`src/rtl/al_pkg.sv`:
```
// Shared definitions for the AXI4-Lite to AL bridge: response codes and FSM encodings.
package al_pkg;

  localparam logic [1:0] RESP_OKAY   = 2'b00;
  localparam logic [1:0] RESP_SLVERR = 2'b10;

  typedef enum logic [1:0] {
    W_IDLE  = 2'd0,
    W_ISSUE = 2'd1,
    W_RESP  = 2'd2
  } w_state_t;

  typedef enum logic [1:0] {
    R_IDLE = 2'd0,
    R_ADDR = 2'd1,
    R_DATA = 2'd2,
    R_RESP = 2'd3
  } r_state_t;

endpackage

```
`src/rtl/axil_slave_to_al.sv`:
```
// AXI4-Lite slave to word-addressed AL master; independent write and read FSMs,
// one outstanding transaction per direction, every output registered.
//
// state   | meaning
// W_IDLE  | collecting AW and W (any order); awready/wready drop once each is taken
// W_ISSUE | AL write presented, waiting for m_al_wready
// W_RESP  | B response held until bready
// R_IDLE  | arready high, waiting for AR
// R_ADDR  | AL read address presented, waiting for m_al_arready
// R_DATA  | m_al_rready high, waiting for AL read data
// R_RESP  | R response held until rready
module axil_slave_to_al
  import al_pkg::*;
#(
  parameter int ADDR_WIDTH = 32
) (
  input  logic                  clk,
  input  logic                  rst_n,
  input  logic [ADDR_WIDTH-1:0] s_axi_awaddr,
  input  logic                  s_axi_awvalid,
  output logic                  s_axi_awready,
  input  logic [31:0]           s_axi_wdata,
  input  logic [3:0]            s_axi_wstrb,
  input  logic                  s_axi_wvalid,
  output logic                  s_axi_wready,
  output logic [1:0]            s_axi_bresp,
  output logic                  s_axi_bvalid,
  input  logic                  s_axi_bready,
  input  logic [ADDR_WIDTH-1:0] s_axi_araddr,
  input  logic                  s_axi_arvalid,
  output logic                  s_axi_arready,
  output logic [31:0]           s_axi_rdata,
  output logic [1:0]            s_axi_rresp,
  output logic                  s_axi_rvalid,
  input  logic                  s_axi_rready,
  output logic [ADDR_WIDTH-3:0] m_al_waddr,
  output logic [31:0]           m_al_wdata,
  output logic                  m_al_wvalid,
  input  logic                  m_al_wready,
  output logic [ADDR_WIDTH-3:0] m_al_araddr,
  output logic                  m_al_arvalid,
  input  logic                  m_al_arready,
  input  logic [31:0]           m_al_rdata,
  input  logic                  m_al_rvalid,
  output logic                  m_al_rready
);

  w_state_t w_state;
  r_state_t r_state;

  logic [ADDR_WIDTH-1:0] awaddr_q;
  logic [31:0]           wdata_q;
  logic [3:0]            wstrb_q;

  logic                  aw_hs, w_hs, have_aw, have_w;
  logic [ADDR_WIDTH-1:0] addr_eff;
  logic [31:0]           data_eff;
  logic [3:0]            strb_eff;

  // A channel is "held" once its ready has dropped; a live handshake counts too,
  // so AW and W arriving in the same cycle issue without an extra bubble.
  assign aw_hs    = s_axi_awvalid & s_axi_awready;
  assign w_hs     = s_axi_wvalid & s_axi_wready;
  assign have_aw  = aw_hs | ~s_axi_awready;
  assign have_w   = w_hs | ~s_axi_wready;
  assign addr_eff = s_axi_awready ? s_axi_awaddr : awaddr_q;
  assign data_eff = s_axi_wready ? s_axi_wdata : wdata_q;
  assign strb_eff = s_axi_wready ? s_axi_wstrb : wstrb_q;

  always_ff @(posedge clk or negedge rst_n) begin
    if (!rst_n) begin
      w_state       <= W_IDLE;
      s_axi_awready <= 1'b1;
      s_axi_wready  <= 1'b1;
      s_axi_bvalid  <= 1'b0;
      s_axi_bresp   <= RESP_OKAY;
      m_al_wvalid   <= 1'b0;
      m_al_waddr    <= '0;
      m_al_wdata    <= '0;
      awaddr_q      <= '0;
      wdata_q       <= '0;
      wstrb_q       <= '0;
    end else begin
      case (w_state)
        W_IDLE: begin
          if (aw_hs) begin
            awaddr_q      <= s_axi_awaddr;
            s_axi_awready <= 1'b0;
          end
          if (w_hs) begin
            wdata_q      <= s_axi_wdata;
            wstrb_q      <= s_axi_wstrb;
            s_axi_wready <= 1'b0;
          end
          if (have_aw && have_w) begin
            // Partial or misaligned writes are refused without touching the AL side.
            if (strb_eff != 4'hF || addr_eff[1:0] != 2'b00) begin
              s_axi_bvalid <= 1'b1;
              s_axi_bresp  <= RESP_SLVERR;
              w_state      <= W_RESP;
            end else begin
              m_al_wvalid <= 1'b1;
              m_al_waddr  <= addr_eff[ADDR_WIDTH-1:2];
              m_al_wdata  <= data_eff;
              w_state     <= W_ISSUE;
            end
          end
        end
        W_ISSUE: begin
          if (m_al_wready) begin
            m_al_wvalid  <= 1'b0;
            s_axi_bvalid <= 1'b1;
            s_axi_bresp  <= RESP_OKAY;
            w_state      <= W_RESP;
          end
        end
        W_RESP: begin
          if (s_axi_bready) begin
            s_axi_bvalid  <= 1'b0;
            s_axi_awready <= 1'b1;
            s_axi_wready  <= 1'b1;
            w_state       <= W_IDLE;
          end
        end
        default: w_state <= W_IDLE;
      endcase
    end
  end

  always_ff @(posedge clk or negedge rst_n) begin
    if (!rst_n) begin
      r_state       <= R_IDLE;
      s_axi_arready <= 1'b1;
      s_axi_rvalid  <= 1'b0;
      s_axi_rresp   <= RESP_OKAY;
      s_axi_rdata   <= '0;
      m_al_arvalid  <= 1'b0;
      m_al_araddr   <= '0;
      m_al_rready   <= 1'b0;
    end else begin
      case (r_state)
        R_IDLE: begin
          if (s_axi_arvalid) begin
            s_axi_arready <= 1'b0;
            if (s_axi_araddr[1:0] != 2'b00) begin
              s_axi_rvalid <= 1'b1;
              s_axi_rdata  <= '0;
              s_axi_rresp  <= RESP_SLVERR;
              r_state      <= R_RESP;
            end else begin
              m_al_arvalid <= 1'b1;
              m_al_araddr  <= s_axi_araddr[ADDR_WIDTH-1:2];
              r_state      <= R_ADDR;
            end
          end
        end
        R_ADDR: begin
          if (m_al_arready) begin
            m_al_arvalid <= 1'b0;
            m_al_rready  <= 1'b1;
            r_state      <= R_DATA;
          end
        end
        R_DATA: begin
          if (m_al_rvalid) begin
            m_al_rready  <= 1'b0;
            s_axi_rvalid <= 1'b1;
            s_axi_rdata  <= m_al_rdata;
            s_axi_rresp  <= RESP_OKAY;
            r_state      <= R_RESP;
          end
        end
        R_RESP: begin
          if (s_axi_rready) begin
            s_axi_rvalid  <= 1'b0;
            s_axi_arready <= 1'b1;
            r_state       <= R_IDLE;
          end
        end
        default: r_state <= R_IDLE;
      endcase
    end
  end

endmodule

```
`config.mk`:
```
export PLATFORM = sky130hd
export DESIGN_NAME = axil_slave_to_al
export DESIGN_NICKNAME = d
export VERILOG_FILES = /design/src/rtl/al_pkg.sv /design/src/rtl/axil_slave_to_al.sv
export SDC_FILE = /design/constraint.sdc
export NUM_CORES = 1
export LEC_CHECK = 0
export BUFFER_PORTS_ARGS = -buffer_cell sky130_fd_sc_hd__buf_2
export CAP_MARGIN = 25
export CORE_MARGIN = 2
export CORE_UTILIZATION = 46
export DETAILED_ROUTE_END_ITERATION = 6
export PLACE_DENSITY = 0.8
export SLEW_MARGIN = 10
export SYNTH_ARGS = -nofsm -noshare
export SYNTH_HDL_FRONTEND = slang
export SYNTH_SLANG_ARGS = --single-unit
export TNS_END_PERCENT = 5
```
`constraint.sdc`:
```
create_clock -name clk -period 2.4 [get_ports clk]
set_clock_uncertainty 0.2 [all_clocks]
set_input_delay 0.12 -clock clk [delete_from_list [all_inputs] [get_ports clk]]
set_output_delay 0.12 -clock clk [all_outputs]
set_load 0.02 [all_outputs]
```
* After elaboration in Yosys (flattened, before gate mapping)
Index checks and enable logic that the tools add are counted.
** Word-level totals
- Bits of input ports :: 142
- Word-level logic and storage cells :: 131
- Flip-flop bits (word level) :: 208
- Output and inout bits :: 136
** Operators by class
- Mux-type cells :: 55
- Bitwise gates (word level) :: 8
- Reductions and logical operators :: 30
- Equality and inequality tests :: 19
** Operator list (number)
- 32-bit two-way mux :: 5
- 32-bit case mux with 2 select lines :: 1
- 2-bit two-way mux :: 15
- 2-bit != test (second input constant) :: 13
- 1-bit two-way mux :: 21
- 3-bit AND reduction :: 7
- 4-bit AND reduction :: 5
- 2-bit nonzero test :: 8
- 1-bit case mux with 2 select lines :: 6
- 5-bit AND reduction :: 2
- 2-bit case mux with 2 select lines :: 2
- 2-bit case mux with 4 select lines :: 1
- 2-bit equality test (second input constant) :: 3
- 1-bit case mux with 3 select lines :: 2
- 2-bit case mux with 3 select lines :: 1
- 3-bit nonzero test :: 2
- 2-bit by 1-bit equality test with 1-bit output (second input constant) :: 2
- 2-bit zero test :: 2
- 4-bit two-way mux :: 1
- 4-bit != test (second input constant) :: 1
- 1-bit inverter :: 4
- 2-bit AND reduction :: 2
- 1-bit AND :: 2
- 1-bit bitwise OR :: 2
- other kinds (2) :: 2

* Longest topological paths before layout
Gate-level depths: netlist (run 1).
- Depth in word-level cells :: 6
- Depth in mapped cells :: 8
- Depth with buffers taken out :: 6

* Least setup slack after synthesis (run 1)
OpenSTA, ideal clock, no wires.
- Path type :: register to register
- Start :: register s_axi_wready
- End :: register m_al_waddr[17]
- Path slack :: 62 ps
- Data arrival time :: 2013 ps
- Data required time :: 2075 ps
- Cell stages (with the launch flop) :: 6
- Path buffers :: 1
- Clock period less this slack :: 2338 ps
- Library setup time :: 125 ps
- Cell sequence :: dfstp_2 > and4_1 > a22oi_2 > nor4b_4 > buf_6 > mux2_2
** On the way
- Longest elaborated chain between the ends :: 5
- Elaborated cells between the ends (all ways) :: 9
- Those cells by class :: eq/ne: 1; mux: 1; bitwise: 4; reduce/logical: 3
** RTL lines
- from (decl) :: line axil_slave_to_al.sv:25 : output logic s_axi_wready,
- from (signal assigned) :: line axil_slave_to_al.sv:74 : s_axi_wready <= 1'b1;
- from (signal assigned) :: line axil_slave_to_al.sv:93 : s_axi_wready <= 1'b0;
- from (signal assigned) :: line axil_slave_to_al.sv:121 : s_axi_wready <= 1'b1;
- 4-bit two-way mux :: line axil_slave_to_al.sv:68 : assign strb_eff = s_axi_wready ? s_axi_wstrb : wstrb_q;
- 4-bit != test :: line axil_slave_to_al.sv:97 : if (strb_eff != 4'hF || addr_eff[1:0] != 2'b00) begin
- 1-bit logical OR :: line axil_slave_to_al.sv:97
- 1-bit inverter (no line)
- 3-bit AND reduction (no line) *
- to (signal assigned) :: line axil_slave_to_al.sv:103 : m_al_waddr <= addr_eff[ADDR_WIDTH-1:2];
- to (decl) :: line axil_slave_to_al.sv:36 : output logic [ADDR_WIDTH-3:0] m_al_waddr,
Every way passes the cells marked *; elsewhere a longest branch is shown, timed or not.
A chain may end at the register's enable or synchronous reset.

* Worst setup path in the final report (run 1)
- Start :: register r_state[1]
- End :: register m_al_arvalid
** On the way
- Longest elaborated chain between the ends :: 3
- Elaborated cells between the ends (all ways) :: 8
- Those cells by class :: eq/ne: 4; mux: 1; reduce/logical: 3
** RTL lines
- from (decl) :: line axil_slave_to_al.sv:49 : r_state_t r_state;
- from (signal assigned) :: line axil_slave_to_al.sv:132 : r_state <= R_IDLE;
- from (signal assigned) :: line axil_slave_to_al.sv:149 : r_state <= R_RESP;
- from (signal assigned) :: line axil_slave_to_al.sv:153 : r_state <= R_ADDR;
- 2-bit by 1-bit equality test with 1-bit output or 2-bit zero test (tied branches) :: line axil_slave_to_al.sv:141 : case (r_state)
- 2-bit != test (no line) or 2-bit nonzero test (tied branches)
- 4-bit AND reduction (no line)
- to (signal assigned) :: line axil_slave_to_al.sv:137 : m_al_arvalid <= 1'b0;
- to (signal assigned) :: line axil_slave_to_al.sv:151 : m_al_arvalid <= 1'b1;
- to (signal assigned) :: line axil_slave_to_al.sv:159 : m_al_arvalid <= 1'b0;
- to (decl) :: line axil_slave_to_al.sv:41 : output logic m_al_arvalid,
Several ways; a longest one is shown, not always the timed one.

==> run_results.csv, run 1 <==
group,metric,value,unit
outcome,status,"completed",
route,vias_per_cell,5.18,
run,max_cap_viol_count,0,
synth,yosys.area.top_type_share,0.581,
synth,yosys.area.top_type,"dfrtp_1",
synth,netlist_instances,590,
synth,synth_edf_count,0,
critical_path,critPathMaxFanout,10,
critical_path,path_cells,"inv_1, ha_1, a21boi_0, o21ai_0, dlygate4sd3_1, o21ai_0",
timing,period_share,0.935,
floorplan,core_area,18700,um^2
synth,ys_seq_area_frac,0.590,
power_and_ir_drop,netSwitchingFraction,0.353,
power_and_ir_drop,combPwrFrac,0.385,
worst_hold_path,holdCritPathClass,"in2reg",
synth,avgSynthCellArea,14.8,um^2
global_route,antenna_found_initial,0,
synth,synth-seq-cells,206,
power_and_ir_drop,leakagePower,0.00627,uW
critical_path,crit_type,"reg2reg",
synth,netlist_area,8740,um^2
clocking,cts_sinks,206,
timing,maxSlewViolCount,0,
global_route,grt_max_degree,80,
route,dr.first_iter.drc_count,219,
timing,finalHoldViolations,0,
route,firstDrtPassIters,4,
floorplan,initial_core_util,0.467,
clocking,path_clk_slew,0.07,ns
critical_path,cpMostUsedCell,"o21ai_0",
power_and_ir_drop,p_switching,5240,uW
route,route.detailed.drc,0,
timing,fin_tns_setup,0,ns
clocking,cts_setup_buffers,0,
cells_and_area,fin_util,0.676,
global_route,grt_first_pass_wirelength,36800,um
power_and_ir_drop,ir_drop,0.750,mV
route,antenna_left,0,
floorplan,design.portCount,278,
critical_path,path_buf_inv,2,
global_route,overflow,0,
clocking,ctsResizeCount,0,
cells_and_area,drive_above_1_share,0.534,
critical_path,cp_slowest_cell,"dlygate4sd3_1",
floorplan,die_h,142,um
clocking,clkLatencyLatePin,0.50,ns
clocking,cts_buffer_depth,3,
synth,synth_flop_cell,"dfrtp_1",
timing,rsz0062_at_grt,"false",
critical_path,cp-end-kind,"flip-flop",
critical_path,critPathLaunchType,"flip-flop",
floorplan,die-area,20100,um^2
timing,finalCriticalPeriod,2.24,ns
critical_path,cp_top_family,"buffers and inverters",
floorplan,std_cell_rows,50,
critical_path,cp_data_arrival_time,2.46,ns
critical_path,cp.required,2.62,ns
cells_and_area,fin_area,12600,um^2
synth,synthArstFlopShare,1.00,
timing,setup_viol,0,
power_and_ir_drop,clkPwrFrac,0.224,
clocking,numCtsBuffers,22,
cells_and_area,nets,1169,
clocking,clockRootBuffer,"clkbuf_16",
floorplan,die_w,142,um
synth,yosys-top-cells-area,"dfrtp_1, mux2_2, a22o_1",
synth,ys_types,43,
synth,yosysMostFrequentCell,"mux2_2",
synth,synth_common_cells,"mux2_2, dfrtp_1, a22o_1",
placed_design,dpl.hpwl,13800,um
clocking,cts_tree,"yes",
cells_and_area,area_growth,44.6,%
synth,yosys_warnings,0,
clocking,htree_levels,1,
placed_design,portBuffers,275,
placed_design,place.gp.congestion,0.781,
route,vias,6566,
global_route,grt_pass1_vias,7026,
route,routedWlPerCell,18.5,um
placed_design,dpl_cell_area,10500,um^2
global_route,grt_usage,0.229,
power_and_ir_drop,cellInternalPower,9590,uW
route,routed_wl,23500,um
critical_path,crit_path_max_incr_delay,0.57,ns
power_and_ir_drop,p_per_area,1170,nW/um^2
power_and_ir_drop,seqPwrFrac,0.391,
timing,fmax,446,MHz
timing,tightestPinTransition,0.691,ns
timing,slew_headroom,0.535,
cells_and_area,diodes,0,
==> cell usage in the layout (no fill, tap or decap), drive strengths merged, types with 2 or more instances in the layout <==
cell type	synthesis	layout
nand2	6	6
nand3	3	3
nor2b	6	6
clkinvlp	0	4
o21a	2	2
clkbuf	18	29
nor2	5	5
dfrtp	203	203
dlygate4sd3	0	145
inv	13	13
a22oi	2	2
dfstp	3	3
a21boi	2	2
o21ai	15	15
conb	1	2
nor3	2	2
a21oi	9	9
a22o	32	32
nand2b	3	3
o211ai	2	2
o31ai	2	2
ha	7	7
clkinv	0	5
buf	16	293
mux2	224	224
or4	2	2
==> final cells by class <==
type	instances	area, um^2
multi-input cells	338	3370
flip-flops and latches	206	5160
well taps	234	293
clock inverters	10	92.6
clock buffers	28	614
inverters	13	48.8
repair buffers	439	3070
fillers	1235	6060
==> cells by family after synthesis <==
logic type                 share of synthesized area
adders and majority gates                     0.0100
muxes                                          0.290
and+or+nand+nor                               0.0242
buffers and inverters                         0.0269
other                                       0.000429
DFF                                            0.590
AOI/OAI and AO/OA                             0.0589
==> path summary, 6_finish.rpt <==
check / from / to / slack (ns) / depth (start not counted)
worst max-delay path: r_state[1] / m_al_arvalid / 0.16 / 6
worst min-delay path: s_axi_wvalid / m_al_wvalid / 0.09 / 5
worst max register to register: r_state[1] / m_al_arvalid / 0.16 / 6
worst min register to register: m_al_waddr[25] / m_al_waddr[25] / 0.28 / 1
max in group asynchronous: rst_n / s_axi_arready / 0.96 / 4
min in group asynchronous: rst_n / m_al_waddr[12] / 0.58 / 4
==> power groups by stage <==
stage / clock, uW / sequential, uW / combinational (uW)
3_5_place_dp: 0 / 5770 / 5390
2_1_floorplan: 0 / 6700 / 2590
4_1_cts: 3390 / 5740 / 5620
3_3_place_gp: 0 / 5700 / 5250
6_report: 3320 / 5800 / 5710
5_1_grt: 3540 / 5960 / 6110
==> state kept, by name, summed over array words and instances, names as in the netlist, 2 cells and up <==
register / flops
r_state: 2
awaddr_q: 32
wdata_q: 32
m_al_wdata: 32
m_al_araddr: 30
m_al_waddr: 30
w_state: 2
wstrb_q: 4
s_axi_rdata: 32
==> stage by stage <==
step	power [uW]	cells	worst slack, ns	hold slack, ns
after CTS	14800	1268	0.150	0.0781
after global placement	11000	1084	0.218	-0.175
final	14800	1268	0.157	0.0931
after floorplan	9290	591	0.0620	-0.376
after global routing	15600	1268	0.0526	0.124
after detailed placement	11200	1084	0.187	-0.173
==> what timing repair did <==
item | CTS | global route
hold endpoints to repair | 410 | 0
hold buffers | 146 | 0
setup endpoints to repair | 0 | 0
==> layer usage <==
| metal | routed length (um) | vias up | part of all wire | global-route usage |
|---|---|---|---|---|
| met5 | 0 | - | 0 | 0 |
| met4 | 512 | 0 | 0.022 | 0.0658 |
| met3 | 1690 | 38 | 0.072 | 0.0516 |
| met2 | 11900 | 291 | 0.51 | 0.408 |
| met1 | 9360 | 3250 | 0.40 | 0.281 |
| li1 | - | 2987 | - | - |
==> worst reg2reg max path: cells and delay by family, from the launching register on <==
kind            cells  cell delay (ns)
compound gates      3             0.46
flops               1             0.42
fa+ha+maj           1             0.38
buf+inv             2             0.70
Note: power is estimated with default switching activity, not from simulation.
==> run 2: changes to the inputs <==
CORE_MARGIN = 3   (was 2)
REMOVE_ABC_BUFFERS = 1   (was default)
==> run_results.csv, run 2 (synthesis gave the netlist of run 1 again) <==
group,metric,value,unit
outcome,status,"completed",
global_route,antenna_found_initial,1,
cells_and_area,nets,1170,
floorplan,design.portCount,278,
route,routed_wl,23900,um
power_and_ir_drop,p_switching,5280,uW
cells_and_area,drive_above_1_share,0.538,
worst_hold_path,holdCritPathClass,"in2async",
route,vias,6675,
placed_design,pre_cts_ws,0.113,ns
global_route,overflow,0,
timing,setup_viol,0,
timing,maxSlewViolCount,0,
critical_path,cp.required,2.58,ns
run,max_cap_viol_count,0,
placed_design,portBuffers,275,
route,antenna_left,0,
route,routedWlPerCell,18.9,um
critical_path,cp_top_family,"simple AND/OR/NAND/NOR gates",
clocking,ctsResizeCount,0,
cells_and_area,fin_util,0.694,
critical_path,critPathLaunchType,"flip-flop",
floorplan,core_area,18300,um^2
critical_path,cp-end-kind,"flip-flop",
global_route,grt_first_pass_wirelength,37800,um
critical_path,crit_path_max_incr_delay,0.55,ns
power_and_ir_drop,combPwrFrac,0.375,
power_and_ir_drop,ir_drop,0.848,mV
route,dr.first_iter.drc_count,277,
clocking,clockRootBuffer,"clkbuf_16",
power_and_ir_drop,cellInternalPower,9960,uW
route,vias_per_cell,5.27,
power_and_ir_drop,leakagePower,0.00632,uW
floorplan,die_w,144,um
timing,tightestPinTransition,0.683,ns
timing,period_share,0.962,
critical_path,path_cells,"and4_1, a22oi_2, nor4b_4, buf_12, mux2_2",
power_and_ir_drop,seqPwrFrac,0.381,
clocking,cts_tree,"yes",
timing,rsz0062_at_grt,"false",
timing,fmax,433,MHz
route,route.detailed.drc,0,
placed_design,place.gp.congestion,0.818,
timing,finalCriticalPeriod,2.31,ns
placed_design,dpl.hpwl,14000,um
critical_path,critPathMaxFanout,56,
global_route,grt_max_degree,81,
timing,setup_ws,0.0905,ns
timing,finalHoldViolations,0,
clocking,numCtsBuffers,22,
global_route,grt_pass1_vias,7325,
floorplan,initial_core_util,0.477,
clocking,cts_sinks,206,
critical_path,crit_type,"reg2reg",
clocking,clkLatencyLatePin,0.50,ns
clocking,hold_buffers,145,
route,firstDrtPassIters,4,
clocking,path_clk_slew,0.07,ns
cells_and_area,regArea,5160,um^2
clocking,cts_setup_buffers,0,
critical_path,cp_data_arrival_time,2.49,ns
power_and_ir_drop,clkPwrFrac,0.243,
cells_and_area,layout_common_cells,"buf_2, mux2_2, dfrtp_1",
timing,slew_headroom,0.545,
floorplan,std_cell_rows,49,
floorplan,die-area,20700,um^2
power_and_ir_drop,p_per_area,1200,nW/um^2
cells_and_area,multi_input_area,3370,um^2
critical_path,path_buf_inv,1,
cells_and_area,layout.cells.most_common,"buf_2",
cells_and_area,fillers,1178,
cells_and_area,area_growth,45.5,%
floorplan,die_h,144,um
clocking,cts_buffer_depth,3,
power_and_ir_drop,netSwitchingFraction,0.347,
global_route,grt_usage,0.228,
critical_path,cp_slowest_cell,"dfstp_2",
clocking,htree_levels,1,
==> run 2: changes by cell type in the layout (fill, tap and decap cells not counted) <==
cell and delta:
clkbuf_8 +2, diode_2 +1, buf_12 -2, bufinv_16 +3, clkbuf_1 -3, clkinv_2 +1
buf_4 +3, clkinv_4 -2, clkinvlp_4 +1
==> run 2: layout make-up <==
class	count	share of cell area
Multi-Input combinational cell	338	0.265
Inverter	13	0.00384
Sequential cell	206	0.406
Antenna cell	1	0.000197
Timing Repair Buffer	440	0.240
Clock buffer	27	0.0496
Tap cell	229	0.0225
Clock inverter	13	0.0140
==> run 2: path summary, 6_finish.rpt <==
kind	depth (start not counted)	endpoint	slack (ns)	startpoint
worst max-delay path	5	m_al_waddr[1]	0.09	s_axi_wready
worst min-delay path	2	s_axi_rdata[10]	0.03	rst_n
worst max register to register	5	m_al_waddr[1]	0.09	s_axi_wready
worst min register to register	1	m_al_waddr[24]	0.28	m_al_waddr[24]
max in group asynchronous	3	s_axi_awready	1.25	rst_n
min in group clk	3	s_axi_rdata[18]	0.18	m_al_rdata[18]
==> run 2: worst reg2reg max path, stage by stage, from the launching register on <==
cell     delay [ns]
dfstp_2        0.55
and4_1         0.19
a22oi_2        0.11
nor4b_4        0.37
buf_12         0.35
mux2_2         0.43
==> run 2: stage by stage <==
stage                     area, um^2  total power [uW]  setup TNS, ns  instances  hold WS (ns)
after floorplan                 8560              9230        -148.54        557        -0.376
after global placement         10500             10900              0       1081       0.00880
after detailed placement       10500             11200              0       1081        0.0114
after CTS                      12700             15100              0       1266        0.0456
after global routing           12700             16000              0       1267        0.0609
final                          12700             15200              0       1267        0.0305
==> run 2: power groups by stage <==
stage	Combinational (uW)	Clock, uW	Sequential (uW)
after floorplan	2430	0	6800
after CTS	5620	3770	5750
after detailed placement	5380	0	5780
after global routing	6120	3930	5980
final	5720	3710	5810
after global placement	5230	0	5710
==> run 2: per-layer routing <==
metal  vias to the layer above  GRT usage  wire length [um]  part of all wire
met4                         0     0.0748               731             0.031
met2                       267      0.406             12400              0.52
li1                       3006          -                 -                 -
met1                      3347      0.273              9100              0.38
met5                         -          0                 0                 0
met3                        55     0.0526              1660             0.069
==> run 3: changes to the inputs <==
BUFFER_PORTS_ARGS = default   (was -buffer_cell sky130_fd_sc_hd__buf_2)
CORE_UTILIZATION = 49   (was 46)
DONT_BUFFER_PORTS = 1   (was default)
PLACE_DENSITY = 0.7   (was 0.8)
TNS_END_PERCENT = 1   (was 5)
==> run_results.csv, run 3 (synthesis gave the netlist of run 1 again) <==
group,metric,value,unit
placed_design,dpl.hpwl,12800,um
critical_path,cp_top_family,"flip-flops",
power_and_ir_drop,netSwitchingFraction,0.348,
clocking,cts_buffer_depth,3,
global_route,overflow,0,
critical_path,cp_data_arrival_time,2.44,ns
route,routedWlPerCell,21.5,um
floorplan,core_area,17400,um^2
power_and_ir_drop,combPwrFrac,0.249,
timing,rsz0062_at_grt,"false",
power_and_ir_drop,cellInternalPower,8930,uW
critical_path,path_buf_inv,2,
outcome,violations,"hold timing",
floorplan,die_w,140,um
floorplan,design.portCount,278,
global_route,grt_max_degree,207,
global_route,grt_first_pass_wirelength,32600,um
power_and_ir_drop,seqPwrFrac,0.516,
critical_path,cp-end-kind,"flip-flop",
clocking,cts_tree,"yes",
cells_and_area,diodes,0,
floorplan,std_cell_rows,48,
timing,finalHoldViolations,206,
critical_path,crit_path_end,"m_al_waddr[6]",
clocking,path_clk_slew,0.06,ns
route,routed_wl,21000,um
power_and_ir_drop,p_switching,4770,uW
timing,period_share,0.948,
power_and_ir_drop,power,13700,uW
placed_design,place.gp.congestion,0.784,
global_route,antenna_found_initial,0,
clocking,hold_buffers,147,
critical_path,critPathLaunchType,"flip-flop",
floorplan,die-area,19500,um^2
cells_and_area,area_growth,28.0,%
route,dr.first_iter.drc_count,158,
placed_design,pre_cts_ws,0.0176,ns
cells_and_area,nets,892,
timing,slew_headroom,0.660,
critical_path,crit_type,"reg2reg",
cells_and_area,drive_above_1_share,0.357,
floorplan,initial_core_util,0.504,
route,firstDrtPassIters,4,
critical_path,critPathMaxFanout,28,
critical_path,cp_slowest_cell,"dfstp_2",
timing,finalCriticalPeriod,2.28,ns
cells_and_area,fillers,1206,
critical_path,cp.required,2.57,ns
clocking,clockRootBuffer,"clkbuf_16",
critical_path,rrSetupSlack,0.12,ns
cells_and_area,layout.cells.most_common,"mux2_2",
timing,setup_viol,0,
route,vias,5455,
clocking,clkLatencyLatePin,0.49,ns
timing,maxSlewViolCount,0,
clocking,cts_sinks,206,
critical_path,rr_worst_depth,6,
timing,setup_ws,0.125,ns
route,route.detailed.drc,0,
timing,hold_ws,-0.878,ns
power_and_ir_drop,clkPwrFrac,0.234,
route,vias_per_cell,5.56,
global_route,grt_usage,0.205,
worst_hold_path,holdCritPathClass,"in2async",
run,max_cap_viol_count,0,
outcome,status,"finished, violations left",
cells_and_area,layout_common_cells,"mux2_2, dfrtp_1, dlygate4sd3_1",
route,antenna_left,0,
timing,tightestPinTransition,0.510,ns
critical_path,reg2reg_to,"m_al_waddr[6]",
clocking,htree_levels,1,
critical_path,crit_path_max_incr_delay,0.60,ns
timing,fmax,439,MHz
floorplan,die_h,140,um
critical_path,crit-reg2reg-launch,"s_axi_wready",
critical_path,cp_num_cells,6,
global_route,grt_pass1_vias,6033,
critical_path,critPathLaunch,"s_axi_wready",
placed_design,portBuffers,0,
power_and_ir_drop,p_per_area,1220,nW/um^2
power_and_ir_drop,leakagePower,0.00504,uW
power_and_ir_drop,ir_drop,0.810,mV
clocking,numCtsBuffers,22,
critical_path,path_cells,"and4_1, a22oi_2, nor4b_4, buf_4, buf_8, mux2_2",
## run 3: cell types whose count changed in the layout (fill, tap and decap cells not counted), moves of 2 or more
cell / delta
buf_12: -2
buf_2: -274
buf_4: -6
bufinv_16: -3
clkbuf_1: +6
clkbuf_8: -3
clkinvlp_4: -4
dlygate4sd3_1: +2
## run 3: layout make-up
class / count / area, um^2 / area share
Sequential cell: 206 / 5160 / 0.461
Multi-Input combinational cell: 338 / 3370 / 0.301
Timing Repair Buffer: 162 / 1650 / 0.147
Clock buffer: 31 / 626 / 0.0559
Tap cell: 225 / 282 / 0.0251
Clock inverter: 6 / 57.6 / 0.00514
Inverter: 13 / 48.8 / 0.00436
## run 3: timing repair
action,CTS,global route
hold endpoints to repair,412,206
buffers inserted,0,1
resized for setup,0,4
setup endpoints to repair,0,60
## run 3: power groups by stage
stage	Combinational (uW)	Clock, uW	Sequential [uW]
detailed placement	3110	0	7100
floorplan	2430	0	6800
global route	3730	3430	7240
CTS	3390	3300	7070
finish	3420	3210	7080
global placement	2900	0	7030
## run 3: per-layer routing
layer / GRT usage / vias to the layer above / routed length (um)
li1: - / 2438 / -
met1: 0.240 / 2764 / 8000
met2: 0.365 / 215 / 11000
met3: 0.0584 / 38 / 1570
met4: 0.0632 / 0 / 450
met5: 0 / - / 0
## run 3: worst min-delay path by stage
stage,from,end,cells after the start
after floorplan,rst_n,awaddr_q[0],0
after global placement,rst_n,wdata_q[21],0
after detailed placement,rst_n,wdata_q[21],0
after CTS,rst_n,wdata_q[21],0
after global routing,rst_n,wdata_q[16],0
final,rst_n,wdata_q[16],0
## run 3: per-stage QoR
stage	TNS (ns)	std cells	hold slack (ns)	utilization	area, um^2
finish	0	981	-0.878	0.645	11200
global route	0	981	-0.898	0.645	11200
CTS	0	978	-0.893	0.642	11200
detailed placement	0	794	-0.369	0.518	9000
global placement	0	794	-0.370	0.518	9000
floorplan	-148.54	557	-0.376	-	8560
